==> config.mk <==
export PLATFORM = sky130hd
export DESIGN_NAME = thermo_bar_meter_flat
export DESIGN_NICKNAME = d
export VERILOG_FILES = /design/src/rtl/thermo_bar_meter_if.sv /design/src/rtl/thermo_bar_meter.sv /design/src/flat_wrapper.sv
export SDC_FILE = /design/constraint.sdc
export NUM_CORES = 1
export LEC_CHECK = 0
export CORE_MARGIN = 3
export CORE_UTILIZATION = 56
export DETAILED_ROUTE_END_ITERATION = 6
export PLACE_DENSITY = 0.8
export SLEW_MARGIN = 20
export SYNTH_ARGS = -nofsm -noshare
export SYNTH_HDL_FRONTEND = slang
export SYNTH_SLANG_ARGS = --single-unit
==> constraint.sdc <==
create_clock -name clk -period 3.1 [get_ports clk]
set_input_delay 0.465 -clock clk [delete_from_list [all_inputs] [get_ports clk]]
set_output_delay 0.465 -clock clk [all_outputs]
set_load 0.01 [all_outputs]
==> src/rtl/thermo_bar_meter_if.sv <==
// Level-in / segment-out bundle for the thermometer bar-graph meter.
// The master side supplies samples and the display mode. The slave side
// returns the segment pattern, the valid pulse and the peak marker.
interface thermo_bar_meter_if #(
    parameter int IN_W = 4
);
    localparam int SEGS = (1 << IN_W) - 1;

    logic            in_valid;
    logic [IN_W-1:0] in_value;
    logic [1:0]      mode;
    logic            out_valid;
    logic [SEGS-1:0] therm;
    logic [IN_W-1:0] peak;

    modport master (
        output in_valid,
        output in_value,
        output mode,
        input  out_valid,
        input  therm,
        input  peak
    );

    modport slave (
        input  in_valid,
        input  in_value,
        input  mode,
        output out_valid,
        output therm,
        output peak
    );
endinterface

==> src/rtl/thermo_bar_meter.sv <==
// Thermometer bar-graph driver with a VU-meter style peak-hold/decay marker.
//
//  state | meaning
//  IDLE  | peak equals the level; no timer is running
//  HOLD  | the level dropped below the peak; the peak is frozen while hold_cnt runs down
//  DECAY | the peak steps down by one each time decay_cnt expires, until it meets the level
module thermo_bar_meter #(
    parameter int IN_W         = 4,
    parameter int HOLD_CYCLES  = 8,
    parameter int DECAY_CYCLES = 4
) (
    input  logic              clk,
    input  logic              rst_n,
    thermo_bar_meter_if.slave bus
);
    localparam int SEGS    = (1 << IN_W) - 1;
    localparam int HOLD_W  = (HOLD_CYCLES  > 1) ? $clog2(HOLD_CYCLES)  : 1;
    localparam int DECAY_W = (DECAY_CYCLES > 1) ? $clog2(DECAY_CYCLES) : 1;

    localparam logic [HOLD_W-1:0]  HOLD_LOAD  = HOLD_W'(HOLD_CYCLES - 1);
    localparam logic [DECAY_W-1:0] DECAY_LOAD = DECAY_W'(DECAY_CYCLES - 1);
    localparam logic [SEGS-1:0]    SEG_ONE    = SEGS'(1);

    localparam logic [1:0] MODE_BAR      = 2'b00;
    localparam logic [1:0] MODE_DOT      = 2'b01;
    localparam logic [1:0] MODE_BAR_PEAK = 2'b10;

    typedef enum logic [1:0] {
        IDLE  = 2'b00,
        HOLD  = 2'b01,
        DECAY = 2'b10
    } state_t;

    state_t             state_q, state_nxt;
    logic [IN_W-1:0]    level_q, level_nxt;
    logic [IN_W-1:0]    peak_q, peak_nxt, peak_dec;
    logic [HOLD_W-1:0]  hold_cnt_q, hold_nxt;
    logic [DECAY_W-1:0] decay_cnt_q, decay_nxt;
    logic [SEGS-1:0]    therm_q, therm_nxt;
    logic               out_valid_q;

    // A sample this edge is already the level seen by the peak logic and the pattern.
    assign level_nxt = bus.in_valid ? bus.in_value : level_q;
    assign peak_dec  = peak_q - 1'b1;

    // State register: FSM state, level, peak and both down-counters.
    always_ff @(posedge clk or negedge rst_n) begin
        if (!rst_n) begin
            state_q     <= IDLE;
            level_q     <= '0;
            peak_q      <= '0;
            hold_cnt_q  <= '0;
            decay_cnt_q <= '0;
        end else begin
            state_q     <= state_nxt;
            level_q     <= level_nxt;
            peak_q      <= peak_nxt;
            hold_cnt_q  <= hold_nxt;
            decay_cnt_q <= decay_nxt;
        end
    end

    // Next-state logic: a sample at or above the peak overrides any pending timer event.
    always_comb begin
        state_nxt = state_q;
        peak_nxt  = peak_q;
        hold_nxt  = hold_cnt_q;
        decay_nxt = decay_cnt_q;
        if (bus.in_valid && (bus.in_value >= peak_q)) begin
            state_nxt = IDLE;
            peak_nxt  = bus.in_value;
            hold_nxt  = '0;
            decay_nxt = '0;
        end else begin
            case (state_q)
                IDLE: begin
                    if (bus.in_valid) begin
                        state_nxt = HOLD;
                        hold_nxt  = HOLD_LOAD;
                    end
                end
                HOLD: begin
                    if (hold_cnt_q == '0) begin
                        state_nxt = DECAY;
                        decay_nxt = DECAY_LOAD;
                    end else begin
                        hold_nxt = hold_cnt_q - 1'b1;
                    end
                end
                DECAY: begin
                    if (decay_cnt_q == '0) begin
                        if (peak_q > level_nxt) begin
                            peak_nxt  = peak_dec;
                            decay_nxt = DECAY_LOAD;
                            if (peak_dec == level_nxt) begin
                                state_nxt = IDLE;
                                decay_nxt = '0;
                            end
                        end else begin
                            state_nxt = IDLE;
                        end
                    end else begin
                        decay_nxt = decay_cnt_q - 1'b1;
                    end
                end
                default: begin
                    state_nxt = IDLE;
                end
            endcase
        end
    end

    // Output logic: segment pattern built from the next level/peak and the current mode.
    logic [SEGS:0]   bar_ext;
    logic [SEGS-1:0] bar_v, dot_v, dot_p;
    always_comb begin
        bar_ext = ({{SEGS{1'b0}}, 1'b1} << level_nxt) - 1'b1;
        bar_v   = bar_ext[SEGS-1:0];
        dot_v   = (level_nxt != '0) ? (SEG_ONE << (level_nxt - 1'b1)) : '0;
        dot_p   = (peak_nxt  != '0) ? (SEG_ONE << (peak_nxt  - 1'b1)) : '0;
        case (bus.mode)
            MODE_BAR:      therm_nxt = bar_v;
            MODE_DOT:      therm_nxt = dot_v;
            MODE_BAR_PEAK: therm_nxt = bar_v | dot_p;
            default:       therm_nxt = dot_p;
        endcase
    end

    // Output register: the pattern refreshes every cycle, the valid pulse follows the sample.
    always_ff @(posedge clk or negedge rst_n) begin
        if (!rst_n) begin
            therm_q     <= '0;
            out_valid_q <= 1'b0;
        end else begin
            therm_q     <= therm_nxt;
            out_valid_q <= bus.in_valid;
        end
    end

    assign bus.therm     = therm_q;
    assign bus.out_valid = out_valid_q;
    assign bus.peak      = peak_q;
endmodule
==> src/flat_wrapper.sv <==
// flat-port wrapper written by rule: the top's interface ports become plain ports
module thermo_bar_meter_flat 
#(
    parameter int IN_W         = 4,
    parameter int HOLD_CYCLES  = 8,
    parameter int DECAY_CYCLES = 4
)
  (clk, rst_n, bus_in_valid, bus_in_value, bus_mode, bus_out_valid, bus_therm, bus_peak);
  thermo_bar_meter_if #(.IN_W(IN_W)) bus_i ();
  input  logic clk;
  input  logic rst_n;
  input wire logic [$bits(bus_i.in_valid)-1:0] bus_in_valid;
  input wire logic [$bits(bus_i.in_value)-1:0] bus_in_value;
  input wire logic [$bits(bus_i.mode)-1:0] bus_mode;
  output wire logic [$bits(bus_i.out_valid)-1:0] bus_out_valid;
  output wire logic [$bits(bus_i.therm)-1:0] bus_therm;
  output wire logic [$bits(bus_i.peak)-1:0] bus_peak;
  assign bus_i.in_valid = bus_in_valid;
  assign bus_i.in_value = bus_in_value;
  assign bus_i.mode = bus_mode;
  assign bus_out_valid = bus_i.out_valid;
  assign bus_therm = bus_i.therm;
  assign bus_peak = bus_i.peak;
  thermo_bar_meter #(.IN_W(IN_W), .HOLD_CYCLES(HOLD_CYCLES), .DECAY_CYCLES(DECAY_CYCLES)) u_core (.clk(clk), .rst_n(rst_n), .bus(bus_i));
endmodule
==> impl_results.md, run 1 <==
- Number of fillers in the final layout: around 300
- Commonest cells after routing, fill and taps aside: buf_4, dfrtp_1, clkdlybuf4s50_1
- Top cell by count, worst path: buf_4
- Clock root cell: clkbuf_8
- Post-Route Setup TNS: 0 ns
- DR top layer: met4
- H-tree lvl count: 2
- Final hold violation count: 0
- Post-synth EDFFs: 0
- Top cells by area, synth: dfrtp_1, ha_1, o21ai_0
- Die Wd: a little over 70 um
- Routed wire length: around 6600 um
- Core ar.: between 4000 and 5000 um^2
- M1 wire length: 3050 um
- Row cnt: 23
- Slew HR: 0.613
- Worst path required time: between 3 and 4 ns
- Max_cap viols: 0
- DR iter-0 viols: between 200 and 250
- Clock transition at the registers of the reported paths: roughly 0.070 ns
- CP endpoint kind: register
- WL met3: 582 um
- Dominant cell type by area after synthesis: dfrtp_1
- RSZ-0062 raised after global routing: false
- CTS tree: yes
- Post-synthesis average cell area: between 8 and 9 um^2
- GRT Util Overall: 0.279
- Post-layout minimum cycle time: a little under 3 ns
- PD cells: just over 800 nW/um^2
- Period utilisation layout: 0.951
- Post-synthesis cell area: roughly 2400 um^2
- Starting Density: 0.589
- Vias per Instance: between 6 and 7
- Die Ht: about 71 um
- Share of cells above drive strength 1: 0.188
- Wire per inst: between 15 and 20 um
- Ant diodes: 0
- Num CTS Buffers: 5
- Synth top area share: 0.324
- Post-synth cell types: 52
- WS Path Type: in2reg
- FF+latch area: a little under 800 um^2
- Footprint of the multi-input gates: 1500 um^2
- Total power: ~2.5 mW
- Async SR Flop Fraction: 1.00
- Worst clock skew: around 0.0073 ns
- IO Pins: 29
- Pre-antenna DRT Iters: 4
- Crit start category: input pin
- Post-CTS Setup Bufs: 0
- CP Cell Sequence: clkdlybuf4s50_1, buf_4, mux2i_4, ha_1, nor2b_1, o211ai_1, a21oi_1, buf_4, and3_1, o311ai_1, buf_4, o21ai_0
- Worst Path Buf+Inv: 4
- Nets: 372
- Initial antenna violation count: 0
- Metal2 WL: 2930 um
- Syn Nets: between 300 and 400
- Number of routed nets with antenna violations: 0
- CP max FO: 9
- CTS sink cnt: 31
- Placer Congestion: 1.03
- Hold Path Class: reg2reg
- Sequential element share of the synthesized area: 0.324
- Leak: roughly 1.4 nW
- Slew Limit Fails: 0
- Transition time at the pin with the least slew margin: ~0.57 ns
- Syn. warnings: 0
- DRC Markers: 0
- Maximum vdd drop: 0.655 mV
- Vias in the first global route: between 2,000 and 2,500
- Layout area overhead: 31.8%
- Slowest-stage cell, CP: clkdlybuf4s50_1
- Synth Flop Type: dfrtp_1
- Worst Path Arrival: around 3.1 ns
- Final setup fails: 0
- FF+latch count, synth: 31
- Gr ovfl total: 0
- Syn Inst Count: approximately 280
- CP max stage delay: roughly 0.46 ns
- DR vias: between 2,000 and 2,500
- DP HPWL: between 4000 and 5000 um
- Fmax: between 300 and 400 MHz
- IO Port Bufs: 28
- Largest net degree at the start of global routing: 32
- Crit path max-delay family: buffers and inverters
- Clock buffer depth: 2
- Status: finished clean
- Die ar.: 5090 um^2
- Commonest non-fill, non-tap cell in the layout: buf_4
- First-pass GRT wire length: roughly 11,000 um
- Clk_lat worst skew: ~0.29 ns
==> cell usage after synthesis, types with 4 or more instances <==
library cell	n
clkbuf_1	9
nor3_1	10
a21oi_1	22
o211ai_1	5
a31oi_1	4
nor3b_1	7
ha_1	18
o221ai_1	7
nor2b_1	5
nor2_1	15
nand3_1	6
dfrtp_1	31
nand4_1	4
xnor2_1	10
o21ai_0	24
inv_1	16
nand2_1	20
==> kinds of logic (layout without fill, tap and decap cells) <==
family                     after synthesis  count (layout)  share of synthesized area
AOI/OAI and AO/OA                       98              98                      0.273
xor gates and xnor gates                11              11                     0.0460
adders and majority gates               18              18                     0.0942
buffers and inverters                   29             100                     0.0492
DFF                                     31              31                      0.324
muxes                                    6               6                     0.0361
and+or+nand+nor                         82              82                      0.177
==> worst reg2reg max path, cell delays in order, from the launching register on <==
cell	delay, ns
dfrtp_1	0.45
mux2i_4	0.18
ha_1	0.26
nor2b_1	0.15
o211ai_1	0.25
a21oi_1	0.13
buf_4	0.18
and3_1	0.18
o311ai_1	0.34
buf_4	0.18
o21ai_0	0.07
==> layer usage <==
layer  up-vias  global-route usage
met5         -                   0
met4         0              0.0772
met3         8              0.0617
met2        97               0.423
met1      1140               0.401
li1       1164                   -
==> worst paths after layout <==
path / start / end / slack, ns / cells after the start
setup / recovery: bus_in_valid / u_core.bus.therm[7] / 0.15 / 12
hold / removal: u_core.hold_cnt_q[0] / u_core.hold_cnt_q[0] / 0.50 / 1
setup reg to reg: u_core.level_q[1] / u_core.bus.therm[7] / 0.59 / 10
hold reg to reg: u_core.hold_cnt_q[0] / u_core.hold_cnt_q[0] / 0.50 / 1
max in group asynchronous: rst_n / u_core.bus.peak[1] / 2.22 / 2
min in group asynchronous: rst_n / u_core.bus.therm[0] / 0.57 / 2
==> state kept, by name (all words and copies together), names as in the netlist <==
signal / cells
u_core.bus.therm: 15
u_core.bus.peak: 4
u_core.level_q: 4
u_core.hold_cnt_q: 3
u_core.decay_cnt_q: 2
u_core.state_q: 2
u_core.bus.out_valid: 1
==> metrics by stage <==
stage / utilization / hold slack, ns / cells / area, um^2 / worst slack [ns]
2_1_floorplan: - / 0.169 / 275 / 2390 / 0.296
3_3_place_gp: 0.748 / 0.457 / 388 / 3030 / -0.157
3_5_place_dp: 0.748 / 0.481 / 388 / 3030 / -0.170
4_1_cts: 0.777 / 0.490 / 396 / 3150 / 0.0111
5_1_grt: 0.777 / 0.525 / 396 / 3150 / 0.0127
6_report: 0.777 / 0.496 / 396 / 3150 / 0.153
==> report_power, final <==
group | total, mW | internal (mW) | switching, mW
sequential | 0.640 | 0.532 | 0.108
combinational | 1.48 | 0.705 | 0.772
clock | 0.422 | 0.260 | 0.162
total | 2.54 | 1.50 | 1.04
==> layout make-up <==
| type | count | area share |
|---|---|---|
| timing repair buffer | 74 | 0.198 |
| clock inverter | 2 | 0.0111 |
| inverter | 18 | 0.0214 |
| sequential | 31 | 0.246 |
| tap | 50 | 0.0198 |
| multi-input combinational | 215 | 0.477 |
| clock buffer | 6 | 0.0262 |
==> what timing repair did <==
action,CTS,global route
setup endpoints to repair,0,3
resized for setup,0,1
hold buffers,0,0
(Power assumes the default switching activity.)
==> inputs of run 2 (changes only) <==
--- a/config.mk
+++ b/config.mk
@@ -7,6 +7,7 @@
 export LEC_CHECK = 0
 export CORE_MARGIN = 3
 export CORE_UTILIZATION = 56
+export CTS_CLUSTER_SIZE = 12
 export DETAILED_ROUTE_END_ITERATION = 6
 export PLACE_DENSITY = 0.8
 export SLEW_MARGIN = 20
==> results of run 2 <==
The final DEF is identical to that of run 1; final timing and power are the same.
